==> src/rtl/mandel_iter_engine.sv <==
// mandel_iter_engine: fixed-point Mandelbrot iteration engine.
// Takes one point c per in_valid/in_ready handshake, iterates z <= z^2 + c
// once per clock, and returns escape count, inside flag and an RGB colour
// over an out_valid/out_ready handshake. flush aborts the point in flight.
// Optional build macro MANDEL_PERIOD_CHECK_EN adds an early interior exit
// when the orbit returns exactly to a saved point.
module mandel_iter_engine #(
  parameter  int WIDTH    = 16,
  parameter  int FRAC     = 12,
  parameter  int MAX_ITER = 255,
  localparam int ITER_W   = $clog2(MAX_ITER + 1)
) (
  input  logic                    clk,
  input  logic                    nrst,
  input  logic                    flush,
  input  logic                    in_valid,
  output logic                    in_ready,
  input  logic signed [WIDTH-1:0] cr_in,
  input  logic signed [WIDTH-1:0] ci_in,
  output logic                    out_valid,
  input  logic                    out_ready,
  output logic                    is_mandelbrot,
  output logic [ITER_W-1:0]       iter_count,
  output logic [23:0]             color,
  output logic                    busy
);

  localparam int DW = 2 * WIDTH;      // product width
  localparam int PW = 2 * WIDTH + 1;  // sum/difference width, never overflows
  localparam logic signed [PW-1:0] ESC_LIMIT = PW'(1) << (2 * FRAC + 2);
  localparam logic [ITER_W-1:0]    LIMIT     = ITER_W'(MAX_ITER);

  typedef enum logic [1:0] {IDLE, ITER, DONE} state_t;

  state_t                  state;
  logic signed [WIDTH-1:0] cr, ci, zr, zi;
  logic [ITER_W-1:0]       n;

  logic signed [DW-1:0]    zr_sq, zi_sq, zr_zi;
  logic signed [PW-1:0]    mag2, re_full, im_full;
  logic signed [WIDTH-1:0] zr_next, zi_next;
  logic [ITER_W-1:0]       n_next;
  logic                    escape, at_limit;
  logic [7:0]              n8;
  logic [23:0]             esc_color;

`ifdef MANDEL_PERIOD_CHECK_EN
  logic signed [WIDTH-1:0] zs_r, zs_i;
  logic                    repeat_hit, n_next_pow2;
`endif

  // Datapath for one iteration: magnitude test and next z, wrapping to WIDTH.
  // NOTE: every signal written here gets a value on every path, otherwise
  // the tool infers a latch to hold the old value.
  always_comb begin
    zr_sq     = DW'(zr) * DW'(zr);
    zi_sq     = DW'(zi) * DW'(zi);
    zr_zi     = DW'(zr) * DW'(zi);
    mag2      = PW'(zr_sq) + PW'(zi_sq);
    re_full   = PW'(zr_sq) - PW'(zi_sq);
    im_full   = PW'(zr_zi) <<< 1;
    zr_next   = WIDTH'(re_full >>> FRAC) + cr;
    zi_next   = WIDTH'(im_full >>> FRAC) + ci;
    escape    = mag2 > ESC_LIMIT;
    at_limit  = n == LIMIT;
    n_next    = n + ITER_W'(1);
    n8        = 8'(n);
    esc_color = {n8, n8[5:0], 2'b00, n8[3:0], 4'b0000};
`ifdef MANDEL_PERIOD_CHECK_EN
    repeat_hit  = (zr_next == zs_r) && (zi_next == zs_i);
    n_next_pow2 = (n_next & (n_next - ITER_W'(1))) == '0;
`endif
  end

  // Control FSM with registered handshake and result outputs.
  // NOTE: state registers use non-blocking assignments so every flop samples
  // values from before the edge, independent of statement order.
  always_ff @(posedge clk or negedge nrst) begin
    if (!nrst) begin
      state         <= IDLE;
      in_ready      <= 1'b1;
      out_valid     <= 1'b0;
      is_mandelbrot <= 1'b0;
      iter_count    <= '0;
      color         <= '0;
      busy          <= 1'b0;
      cr            <= '0;
      ci            <= '0;
      zr            <= '0;
      zi            <= '0;
      n             <= '0;
`ifdef MANDEL_PERIOD_CHECK_EN
      zs_r          <= '0;
      zs_i          <= '0;
`endif
    end else if (flush) begin
      // Abort wins over any handshake on the same edge.
      state         <= IDLE;
      in_ready      <= 1'b1;
      out_valid     <= 1'b0;
      is_mandelbrot <= 1'b0;
      iter_count    <= '0;
      color         <= '0;
      busy          <= 1'b0;
      zr            <= '0;
      zi            <= '0;
      n             <= '0;
    end else begin
      case (state)
        IDLE: begin
          if (in_valid) begin
            cr       <= cr_in;
            ci       <= ci_in;
            zr       <= '0;
            zi       <= '0;
            n        <= '0;
`ifdef MANDEL_PERIOD_CHECK_EN
            zs_r     <= '0;
            zs_i     <= '0;
`endif
            in_ready <= 1'b0;
            busy     <= 1'b1;
            state    <= ITER;
          end
        end
        ITER: begin
          if (escape) begin
            is_mandelbrot <= 1'b0;
            iter_count    <= n;
            color         <= esc_color;
            out_valid     <= 1'b1;
            state         <= DONE;
          end else if (at_limit) begin
            is_mandelbrot <= 1'b1;
            iter_count    <= LIMIT;
            color         <= '0;
            out_valid     <= 1'b1;
            state         <= DONE;
`ifdef MANDEL_PERIOD_CHECK_EN
          end else if (repeat_hit) begin
            // Orbit came back to a saved point: periodic, hence interior.
            is_mandelbrot <= 1'b1;
            iter_count    <= LIMIT;
            color         <= '0;
            out_valid     <= 1'b1;
            state         <= DONE;
`endif
          end else begin
            zr <= zr_next;
            zi <= zi_next;
            n  <= n_next;
`ifdef MANDEL_PERIOD_CHECK_EN
            // Brent-style checkpoints at n+1 = 1, 2, 4, 8, ...
            if (n_next_pow2) begin
              zs_r <= zr_next;
              zs_i <= zi_next;
            end
`endif
          end
        end
        DONE: begin
          if (out_ready) begin
            out_valid <= 1'b0;
            in_ready  <= 1'b1;
            busy      <= 1'b0;
            state     <= IDLE;
          end
        end
        default: begin
          state    <= IDLE;
          in_ready <= 1'b1;
          busy     <= 1'b0;
        end
      endcase
    end
  end

endmodule
==> config.mk <==
export PLATFORM = sky130hd
export DESIGN_NAME = mandel_iter_engine
export DESIGN_NICKNAME = d
export VERILOG_FILES = /design/src/rtl/mandel_iter_engine.sv
export SDC_FILE = /design/constraint.sdc
export NUM_CORES = 2
export LEC_CHECK = 0
export ABC_AREA = 1
export BUFFER_PORTS_ARGS = -buffer_cell sky130_fd_sc_hd__buf_4
export CAP_MARGIN = 15
export CORE_MARGIN = 2
export CORE_UTILIZATION = 45
export DETAILED_ROUTE_END_ITERATION = 16
export HOLD_SLACK_MARGIN = 0.03
export PLACE_DENSITY_LB_ADDON = 0.15
export SLEW_MARGIN = 20
export SYNTH_ARGS = -nofsm -noshare
export SYNTH_HDL_FRONTEND = slang
export SYNTH_SLANG_ARGS = --single-unit
==> constraint.sdc <==
create_clock -name clk -period 12.5 [get_ports clk]
set_input_delay 1.875 -clock clk [delete_from_list [all_inputs] [get_ports clk]]
set_output_delay 1.875 -clock clk [all_outputs]
set_load 0.05 [all_outputs]
==> flow_summary.json <==
{
  "antenna_cells": 0,
  "maxCapViolations": 0,
  "drcViolationCount": 0,
  "p_leak_nw": 21.3,
  "fill_cells": 7931,
  "relSlewSlack_pct": 25.7,
  "rsz0062_at_grt": "false",
  "drive_gt1_share_pct": 3.94,
  "ctsResizeCount": 0,
  "timing.rr.start": "zr[3]$_DFFE_PN0P_",
  "clock_latency_ps": 410,
  "hold_start": "ci[2]$_DFFE_PN0P_",
  "dpl_cell_area_um2": 36800,
  "worst-path-buf-inv": 5,
  "final_common_cell": "inv_1",
  "grt_max_degree": 61,
  "path_max_fanout": 19,
  "post-route-util_pct": 47.7,
  "initial_core_util_pct": 45.5,
  "max_stage_delay_ps": 770,
  "ys.flop_type": "dfrtp_1",
  "tns_ps": 0,
  "synth.distinct_cells": 55,
  "core_um2": 77700,
  "cp.arrival_ps": 10440,
  "synthToLayoutAreaGrowth_pct": 4.72,
  "synth_area_um2": 35400,
  "cp-end-kind": "register",
  "layout_common_cells": "inv_1 (1337), nand2_1 (1063), fa_1 (696)",
  "postCtsSetupBuffers": 0,
  "cts_tree": "done",
  "worstSetupPathType": "reg2reg",
  "outcome": "finished, final reports clean",
  "setup_viol_count_final": 0,
  "met3_length_um": 4700,
  "syn_area_per_cell_um2": 7.77,
  "crit_start": "zr[3]$_DFFE_PN0P_",
  "clkSinkCount": 94,
  "min_path_cells": 2,
  "grt_pass1_wl_um": 158000,
  "min_path_type": "reg2reg",
  "rows": 102,
  "holdBufCountCts": 0,
  "r2r_end": "zr[15]$_DFFE_PN0P_",
  "ys.warnings.count": 0,
  "async_flop_share_pct": 100,
  "grt_pass1_vias": 28578,
  "cts-buffers-inserted": 9,
  "reg2reg_setup_slack_ps": 2370,
  "drtPass1Iterations": 6,
  "track_usage_pct": 25.0,
  "antenna_found_initial": 1,
  "viasPerCell": 4.91,
  "drtIter0Drc": 1555,
  "met1_length_um": 44100,
  "ys_seq_area_share_pct": 6.65,
  "drtAntennaViolNets": 0,
  "clk_path_buf_depth": 2,
  "power_density_nw_per_um2": 155,
  "dr_wl_met2_um": 45900,
  "die-area_um2": 80900,
  "critPathRequiredTime_ps": 12810,
  "ir_drop_uv": 277,
  "ctsRootBufferMaster": "clkbuf_16",
  "synth_edf_count": 0,
  "wl_um": 96900,
  "finalHoldViolCount": 0,
  "slew_viol_final": 0,
  "ys_ff_latch": 94,
  "die_w_um": 284,
  "finalCritPeriodShare_pct": 81.1,
  "hold_end": "ci[2]$_DFFE_PN0P_",
  "ioPinCount": 73,
  "htreeDepth": 3,
  "crit_family": "adder cells",
  "dpl.cell_count": 5547,
  "clk_pin_slew_ps": 90,
  "gp_congestion": 0.918,
  "fin_nets": 5583,
  "power.total_w": 0.00576,
  "drt-wirelength-per-cell_um": 17.4,
  "fmax_mhz": 98.7,
  "crit_top_cell": "nand2_1",
  "rr_worst_depth": 40,
  "port-buffer-count": 66,
  "num_vias": 27304,
  "grt-ovfl-total": 0,
  "hpwl_um": 80900,
  "fin_skew_ps": 24.1,
  "fin_area_um2": 37100,
  "slowest_stage": "dfrtp_1",
  "top_layer_used": "met4",
  "fin_cells": 5562,
  "synth_cells": 4553,
  "fp.dieH_um": 284,
  "period_needed_ps": 10130,
  "worst_slew_pin_slew_ps": 1110,
  "startpoint_type": "register"
}
tightest hold or removal path, stage by stage (launching register included):
cell and delay, ps:
dfrtp_1 350, nand2_1 50, nand2_1 50
worst max-delay path by stage:
stage               depth (start not counted)  slack (ps)                  to
floorplan                                  40        4200  zr[15]$_DFFE_PN0P_
global placement                           42        2500  zr[15]$_DFFE_PN0P_
detailed placement                         38        2580   zr[2]$_DFFE_PN0P_
CTS                                        38        2520   zi[8]$_DFFE_PN0P_
global route                               38        1640  zi[13]$_DFFE_PN0P_
finish                                     40        2370  zr[15]$_DFFE_PN0P_
state kept, by name, indices dropped and copies added, names as in the netlist, 2 cells and up:
register and count:
cr 16, zr 16, state 2, n 8, ci 16, color 8, zi 16, iter_count 8
synth_stat cells (5+ instances only):
cell type / number / area share [%]
inv_1: 1337 / 14
nand2_1: 1063 / 11
fa_1: 696 / 39
ha_1: 332 / 12
a21oi_1: 160 / 2.3
nor2_1: 143 / 1.5
clkbuf_1: 108 / 1.1
xor2_1: 108 / 2.7
nand3_1: 99 / 1.4
dfrtp_1: 93 / 6.6
o21ai_0: 61 / 0.86
xnor2_1: 51 / 1.3
o21ai_1: 36 / 0.51
nand4_1: 29 / 0.51
nor3_1: 26 / 0.37
buf_4: 21 / 0.45
o22ai_1: 20 / 0.35
o21bai_1: 13 / 0.28
a21o_1: 12 / 0.25
nor2_2: 12 / 0.21
a31oi_1: 9 / 0.16
buf_1: 9 / 0.095
buf_2: 9 / 0.13
nand2_2: 8 / 0.14
nor4_1: 8 / 0.14
o21a_1: 8 / 0.17
nand3_2: 7 / 0.20
or2_2: 7 / 0.12
o22ai_2: 6 / 0.21
a21boi_0: 5 / 0.11
inv_2: 5 / 0.053
o2111ai_1: 5 / 0.12
report_power, final:
part	total, W	switching (W)	internal [W]
Clock	0.000292	0.000154	0.000138
Combinational	0.00487	0.00324	0.00163
Sequential	0.000594	0.000191	0.000403
per-layer routing:
layer  GRT usage (%)  vias up
li1                -    13125
met1            35.5    13435
met2            41.5      636
met3            2.71      108
met4            5.34        0
met5               0        -
final cells by class:
class	count	area (um2)	area share (%)
flip-flops and latches	94	2360	6.37
clock buffers	10	229	0.618
repair buffers	100	751	2.03
inverters	1343	5040	13.6
multi-input cells	2970	27300	73.8
clock inverters	5	42.5	0.115
well taps	1040	1300	3.51
cell families after synthesis:
logic type	synth area share, %
AND/OR/NAND/NOR	16.3
AO/OA/AOI/OAI	5.85
flip-flops	6.65
buffers and inverters	16.2
other	0.0106
XOR/XNOR	3.93
adder cells (fa/ha/maj)	51.1
metrics by stage:
stage	setup WS (ps)	hold WS (ps)
global placement	2500	467
finish	2370	487
detailed placement	2580	470
floorplan	4200	448
global route	1640	518
CTS	2520	488
Power figures use the tool's default switching activity.
